File: src/rtl/wnd_scan_pkg.sv
// wnd_scan_pkg: shared scan state encoding and default widths
package wnd_scan_pkg;
  typedef enum logic {IDLE = 1'b0, SCAN = 1'b1} state_t;
  localparam int VECT_IND_WIDTH_DEF = 7;
  localparam int COUNT_WIDTH = VECT_IND_WIDTH_DEF + 1;
endpackage

File: src/rtl/ff_wnd.sv
// ff_wnd: circular first-match search in a bitmap window starting at head
module ff_wnd #(
  parameter int VECT_WIDTH = 128,
  parameter int VECT_IND_WIDTH = 7,
  parameter int BLOCK_WIDTH = 2
) (
  input  logic [VECT_WIDTH-1:0]     vect_in,
  input  logic                      select_set_in,
  input  logic [VECT_IND_WIDTH-1:0] head_in,
  output logic                      val_out,
  output logic [VECT_IND_WIDTH-1:0] ind_out
);
  localparam int NB = (VECT_WIDTH + BLOCK_WIDTH - 1) / BLOCK_WIDTH;
  localparam logic [VECT_WIDTH-1:0] ONE = VECT_WIDTH'(1);
  localparam logic [VECT_WIDTH-1:0] BMASK = (ONE << BLOCK_WIDTH) - ONE;
  // block-level any-flags pick the lowest hit block, then the lowest bit inside it
  function automatic logic [VECT_IND_WIDTH:0] first_set(input logic [VECT_WIDTH-1:0] v);
    logic [VECT_IND_WIDTH:0] r;
    logic [VECT_WIDTH-1:0] t;
    logic [VECT_WIDTH-1:0] u;
    r = '0;
    for (int b = NB - 1; b >= 0; b--) begin
      t = v >> (b * BLOCK_WIDTH);
      if (|(t & BMASK))
        for (int k = BLOCK_WIDTH - 1; k >= 0; k--) begin
          u = t >> k;
          if (u[0]) r = {1'b1, VECT_IND_WIDTH'(b * BLOCK_WIDTH + k)};
        end
    end
    return r;
  endfunction
  logic [VECT_WIDTH-1:0] match;
  logic [VECT_WIDTH-1:0] upper;
  logic [VECT_IND_WIDTH:0] f_hi;
  logic [VECT_IND_WIDTH:0] f_all;
  always_comb begin
    match = select_set_in ? vect_in : ~vect_in;
    upper = match & ~((ONE << head_in) - ONE);
    f_hi = first_set(upper);
    f_all = first_set(match);
    {val_out, ind_out} = f_hi[VECT_IND_WIDTH] ? f_hi : f_all;
  end
endmodule

File: src/rtl/wnd_scan.sv
// wnd_scan: emits every matching window index, circularly from head, one per cycle
module wnd_scan import wnd_scan_pkg::*; #(
  parameter int VECT_WIDTH = 128,
  parameter int VECT_IND_WIDTH = 7,
  parameter int BLOCK_WIDTH = 2
) (
  input  logic                      clk,
  input  logic                      rst_n,
  input  logic                      start_in,
  input  logic [VECT_WIDTH-1:0]     vect_in,
  input  logic                      select_set_in,
  input  logic [VECT_IND_WIDTH-1:0] head_in,
  input  logic                      abort_in,
  output logic                      busy_out,
  output logic                      idx_val_out,
  output logic [VECT_IND_WIDTH-1:0] idx_out,
  input  logic                      idx_rdy_in,
  output logic                      done_out,
  output logic [VECT_IND_WIDTH:0]   count_out
);
  localparam int CW = VECT_IND_WIDTH + 1;
  localparam logic [VECT_WIDTH-1:0] ONE = VECT_WIDTH'(1);
  state_t state, state_nxt;
  logic [VECT_WIDTH-1:0] pending;
  logic [VECT_IND_WIDTH-1:0] cursor;
  logic [VECT_IND_WIDTH-1:0] ff_ind;
  logic ff_val;
  logic slot_free;
  ff_wnd #(
    .VECT_WIDTH(VECT_WIDTH),
    .VECT_IND_WIDTH(VECT_IND_WIDTH),
    .BLOCK_WIDTH(BLOCK_WIDTH)
  ) u_ff_wnd (
    .vect_in(pending),
    .select_set_in(1'b1),
    .head_in(cursor),
    .val_out(ff_val),
    .ind_out(ff_ind)
  );
  assign slot_free = !idx_val_out || idx_rdy_in;
  assign busy_out = state == SCAN;
  always_comb begin
    state_nxt = state;
    if (abort_in) state_nxt = IDLE;
    else if (state == IDLE) state_nxt = start_in ? SCAN : IDLE;
    else if (slot_free && !ff_val) state_nxt = IDLE;
  end
  always_ff @(posedge clk or negedge rst_n)
    if (!rst_n) state <= IDLE;
    else state <= state_nxt;
  always_ff @(posedge clk or negedge rst_n) begin
    if (!rst_n) begin
      pending <= '0;
      cursor <= '0;
      idx_out <= '0;
      idx_val_out <= 1'b0;
      done_out <= 1'b0;
      count_out <= '0;
    end else begin
      done_out <= 1'b0;
      if (idx_val_out && idx_rdy_in && count_out != CW'(VECT_WIDTH)) count_out <= count_out + 1'b1;
      if (abort_in) begin
        idx_val_out <= 1'b0;
        pending <= '0;
      end else if (state == IDLE) begin
        if (start_in) begin
          pending <= select_set_in ? vect_in : ~vect_in;
          cursor <= head_in;
          count_out <= '0;
        end
      end else if (slot_free) begin
        if (ff_val) begin
          idx_out <= ff_ind;
          idx_val_out <= 1'b1;
          pending <= pending & ~(ONE << ff_ind);
          cursor <= (ff_ind == VECT_IND_WIDTH'(VECT_WIDTH - 1)) ? '0 : ff_ind + 1'b1;
        end else begin
          idx_val_out <= 1'b0;
          done_out <= 1'b1;
        end
      end
    end
  end
endmodule

File: config.mk
export PLATFORM = sky130hd
export DESIGN_NAME = wnd_scan
export DESIGN_NICKNAME = d
export VERILOG_FILES = /design/src/rtl/wnd_scan_pkg.sv /design/src/rtl/ff_wnd.sv /design/src/rtl/wnd_scan.sv
export SDC_FILE = /design/constraint.sdc
export NUM_CORES = 1
export LEC_CHECK = 0
export CORE_MARGIN = 3
export CORE_UTILIZATION = 40
export CTS_CLUSTER_DIAMETER = 30
export DETAILED_ROUTE_END_ITERATION = 10
export PLACE_DENSITY_LB_ADDON = 0.1
export SYNTH_ARGS = -nofsm -noshare
export SYNTH_HDL_FRONTEND = slang
export SYNTH_SLANG_ARGS = --single-unit
File: constraint.sdc
create_clock -name clk -period 9.41 [get_ports clk]
set_input_delay 1.882 -clock clk [delete_from_list [all_inputs] [get_ports clk]]
set_output_delay 1.882 -clock clk [all_outputs]
set_load 0.05 [all_outputs]
==> metrics.md <==
| Metric | Value |
|---|---|
| DRT Wirelength | `between 80,000 and 90,000 um` |
| FMAX | `~120 MHz` |
| 1st-pass router iterations | `6` |
| Final TNS setup | `0 ns` |
| Synthesized Nets | `2,311` |
| Leak Pwr | `7.58 nW` |
| Sequential share of the synthesized area | `about a quarter` |
| Detailed Place HPWL | `66,800 um` |
| Cell variety after synth | `94` |
| Antenna viol nets, final | `0` |
| Hold path endpoint | `idx_out[5]` |
| Most used DFF post-synth | `dfrtp_1` |
| Max Used Layer | `met5` |
| Hold_buf cts | `0` |
| Hold WC Path Type | `reg2reg` |
| Cell taking the most area after synthesis | `dfrtp_1` |
| Post-synth top cells | `254 x o21ai_0, 178 x nor2_1, 156 x a21oi_1` |
| Register bit total from synthesis | `between 150 and 200` |
| Flop pwr share | `between 10% and 20%` |
| Clock power frac | `about 13%` |
| Clk_lat worst skew | `0.46 ns` |
| Async SR Flop Fraction | `100%` |
| Die Wd | `206 um` |
| GRT Util Overall | `roughly two fifths` |
| Max stage delay on crit path | `1.01 ns` |
| Reg-to-reg endpoint | `pending[118]` |
| Row count | `just over 70` |
| Kind of critical path | `reg2reg` |
| Initial antenna violation count | `7` |
| Diode count | `0` |
| Vias in the first global route | `18,400` |
| Startpoint types | `flop` |
| Hold Startpoint | `idx_out[5]` |
| Cell breakdown of the critical path | `nor3_1, nand2_1, ha_1, clkinv_1, a31oi_1, nand3_1, o211ai_1, nand4_1, a21oi_1, nor3b_1, o211ai_1, a311oi_1, o21ai_0, inv_1, ha_1, nor2b_1, buf_4, a21oi_1, a211o_1` |
| Slowest CP cell | `a311oi_1` |
| Area grow syn2layout | `15.5%` |
| CTS tree | `yes` |
| CTS Sinks | `153` |
| Tmin final | `approximately 8.3 ns` |
| Overflow after GRT | `0` |
| Core area | `approximately 0.039 sq mm` |
| Routed wl met2 | `roughly 36,000 um` |
| Top cells by area, synth | `dfrtp_1 24%, o21ai_0 8.0%, xor2_1 7.0%` |
| Slew at the pin closest to its max-slew limit | `around 1.2 ns` |
| RSZ-0062 raised after global routing | `no` |
| Worst VDD drop | `0.325 mV` |
| Comb power frac | `71.4%` |
| P_int | `about 2.4 mW` |
| Number of synthesized flops with an enable pin | `0` |
| P per Cell Area | `roughly 320 mW/mm^2` |
| Post-CTS Setup Inserts | `0` |
| Final Net Count | `2,351` |
| Maxcap violations | `0` |
| Relative slew slack | `between 10% and 20%` |
| Post-Syn Area per Cell | `7.39 sq um` |
| Ys Warns | `0` |
| Required @ worst endpoint | `9.74 ns` |
| Final WS setup | `around 1.2 ns` |
| Syn Inst Count | `roughly 2,200` |
| Hold path cells | `2` |
| Syn Std Cell Area | `approximately 0.016 sq mm` |
| GPL Wtd Cong | `1.07` |
| Critical path endpoint category | `flop` |
| WL met3 | `between 10,000 and 15,000 um` |
| Tot Pwr | `5.91 mW` |
| Reg2reg setup slack | `~1.2 ns` |
| Initial core utilization | `40.9%` |
| Port Buffer Count | `158` |
| Root Driver | `clkbuf_16` |
| DRC | `0` |
| Clock skew | `0.0176 ns` |
| Fin cells | `between 2,000 and 3,000` |
| DR vias/cell | `about 7` |
| Launch point of the worst reg-to-reg path | `cursor[3]` |
| Slew Limit Fails | `0` |
| Crit share post-route | `about 90%` |
| Wire length on met1 | `34,200 um` |
| Vias | `a little under 20,000` |
| Num CTS Buffers | `17` |
| CTS clk-pin slew, worst paths | `about 0.08 ns` |
| Reg2reg path depth | `19` |
| Clock buffer depth | `2` |
| Routed len/inst | `between 30 and 40 um` |
| Share of cells above drive strength 1 | `between 6 and 7%` |
| Final setup violating endpoints | `0` |
| Final hold viol count | `0` |
| Crit path arrival time | `around 8.6 ns` |
| First-pass GRT wire length | `between 100,000 and 150,000 um` |
| Synth top area share | `24.0%` |
| Dpl ws | `approximately 1.6 ns` |
| Boundary pin count | `between 150 and 200` |
| CP max FO | `36` |
| Switching part of the total | `between 60% and 70%` |
| Finished Core Util | `between 40 and 50%` |
| PostCTS Resize Cnt | `0` |
| Net Sw Power | `3.56 mW` |
| H-tree depth | `4` |
| Placed instance count | `between 2,000 and 3,000` |
| Die ar. | `about 0.042 sq mm` |
| Status | `complete, no violations` |
| DR iter-0 viols | `2,708` |
| Chip Height | `approximately 210 um` |
| Most frequent cell after synthesis | `o21ai_0` |
| Maximum number of pins on one net before global-route repair | `121` |
==> routing by layer <==
metal,GRT usage [%],vias up
li1,-,8284
met1,54.6,9378
met2,57.4,1552
met3,12.1,304
met4,20.7,2
met5,0,-
==> worst max path at each step <==
stage	to	depth (start not counted)	start	slack [ns]
final	pending[118]	19	cursor[3]	1.15
after global routing	pending[118]	20	cursor[3]	1.06
after CTS	pending[118]	20	cursor[3]	1.56
after detailed placement	pending[118]	20	cursor[4]	1.63
after global placement	pending[102]	20	cursor[4]	1.71
after floorplan	pending[123]	25	cursor[6]	3.66
==> power by group through the flow <==
stage	logic, mW	registers [mW]	clock network, mW
2_1_floorplan	2.52	0.859	0
3_3_place_gp	4.04	0.935	0
3_5_place_dp	4.02	0.937	0
4_1_cts	4.04	0.925	0.748
5_1_grt	4.33	0.946	0.776
6_report	4.22	0.944	0.748
==> flip-flops by register name, indices dropped and copies added (netlist names) <==
signal and count:
busy_out 1, count_out 8, cursor 7, done_out 1, idx_out 7, idx_val_out 1
pending 128
==> cell families after synthesis <==
logic type | after synthesis | synth area share (%)
mux | 21 | 1.35
buf+inv | 238 | 6.19
xor+xnor | 143 | 7.84
fa+ha+maj | 9 | 0.705
flops | 153 | 24.0
compound gates | 814 | 33.0
simple gates | 783 | 27.0
==> cell usage in the layout (no fill, tap or decap), types with 51 or more instances in the layout <==
master	synthesis	layout
a31oi_1	65	65
nor3_1	70	70
xor2_1	128	128
nand3_1	109	109
nor4_1	51	51
a211o_1	55	55
o21ai_0	254	254
nand2_1	127	126
inv_1	52	52
nor2_1	178	177
clkdlybuf4s50_1	0	156
a21oi_1	156	156
dfrtp_1	153	150
==> per-stage QoR <==
step                hold WS [ns]  area [sq um]
floorplan                  0.496         16000
global placement           0.477         17800
detailed placement         0.479         17800
CTS                        0.494         18500
global route               0.518         18500
finish                     0.489         18500
==> layout make-up <==
class / instances / area, sq um
fill: 4008 / 20600
tap: 518 / 648
clock buffer: 20 / 457
clock inverter: 12 / 164
inverter: 56 / 210
timing repair buffer: 203 / 1920
multi-input combinational: 1770 / 11200
sequential: 153 / 3830
==> worst max-delay path, delay by kind of cell (launching register included) <==
| family | cells | cell delay (ns) |
|---|---|---|
| AOI/OAI and AO/OA | 8 | 3.53 |
| buffers and inverters | 3 | 1.08 |
| adders and majority gates | 2 | 0.85 |
| DFF | 1 | 0.77 |
| and+or+nand+nor | 6 | 1.87 |
(Power assumes the default switching activity.)
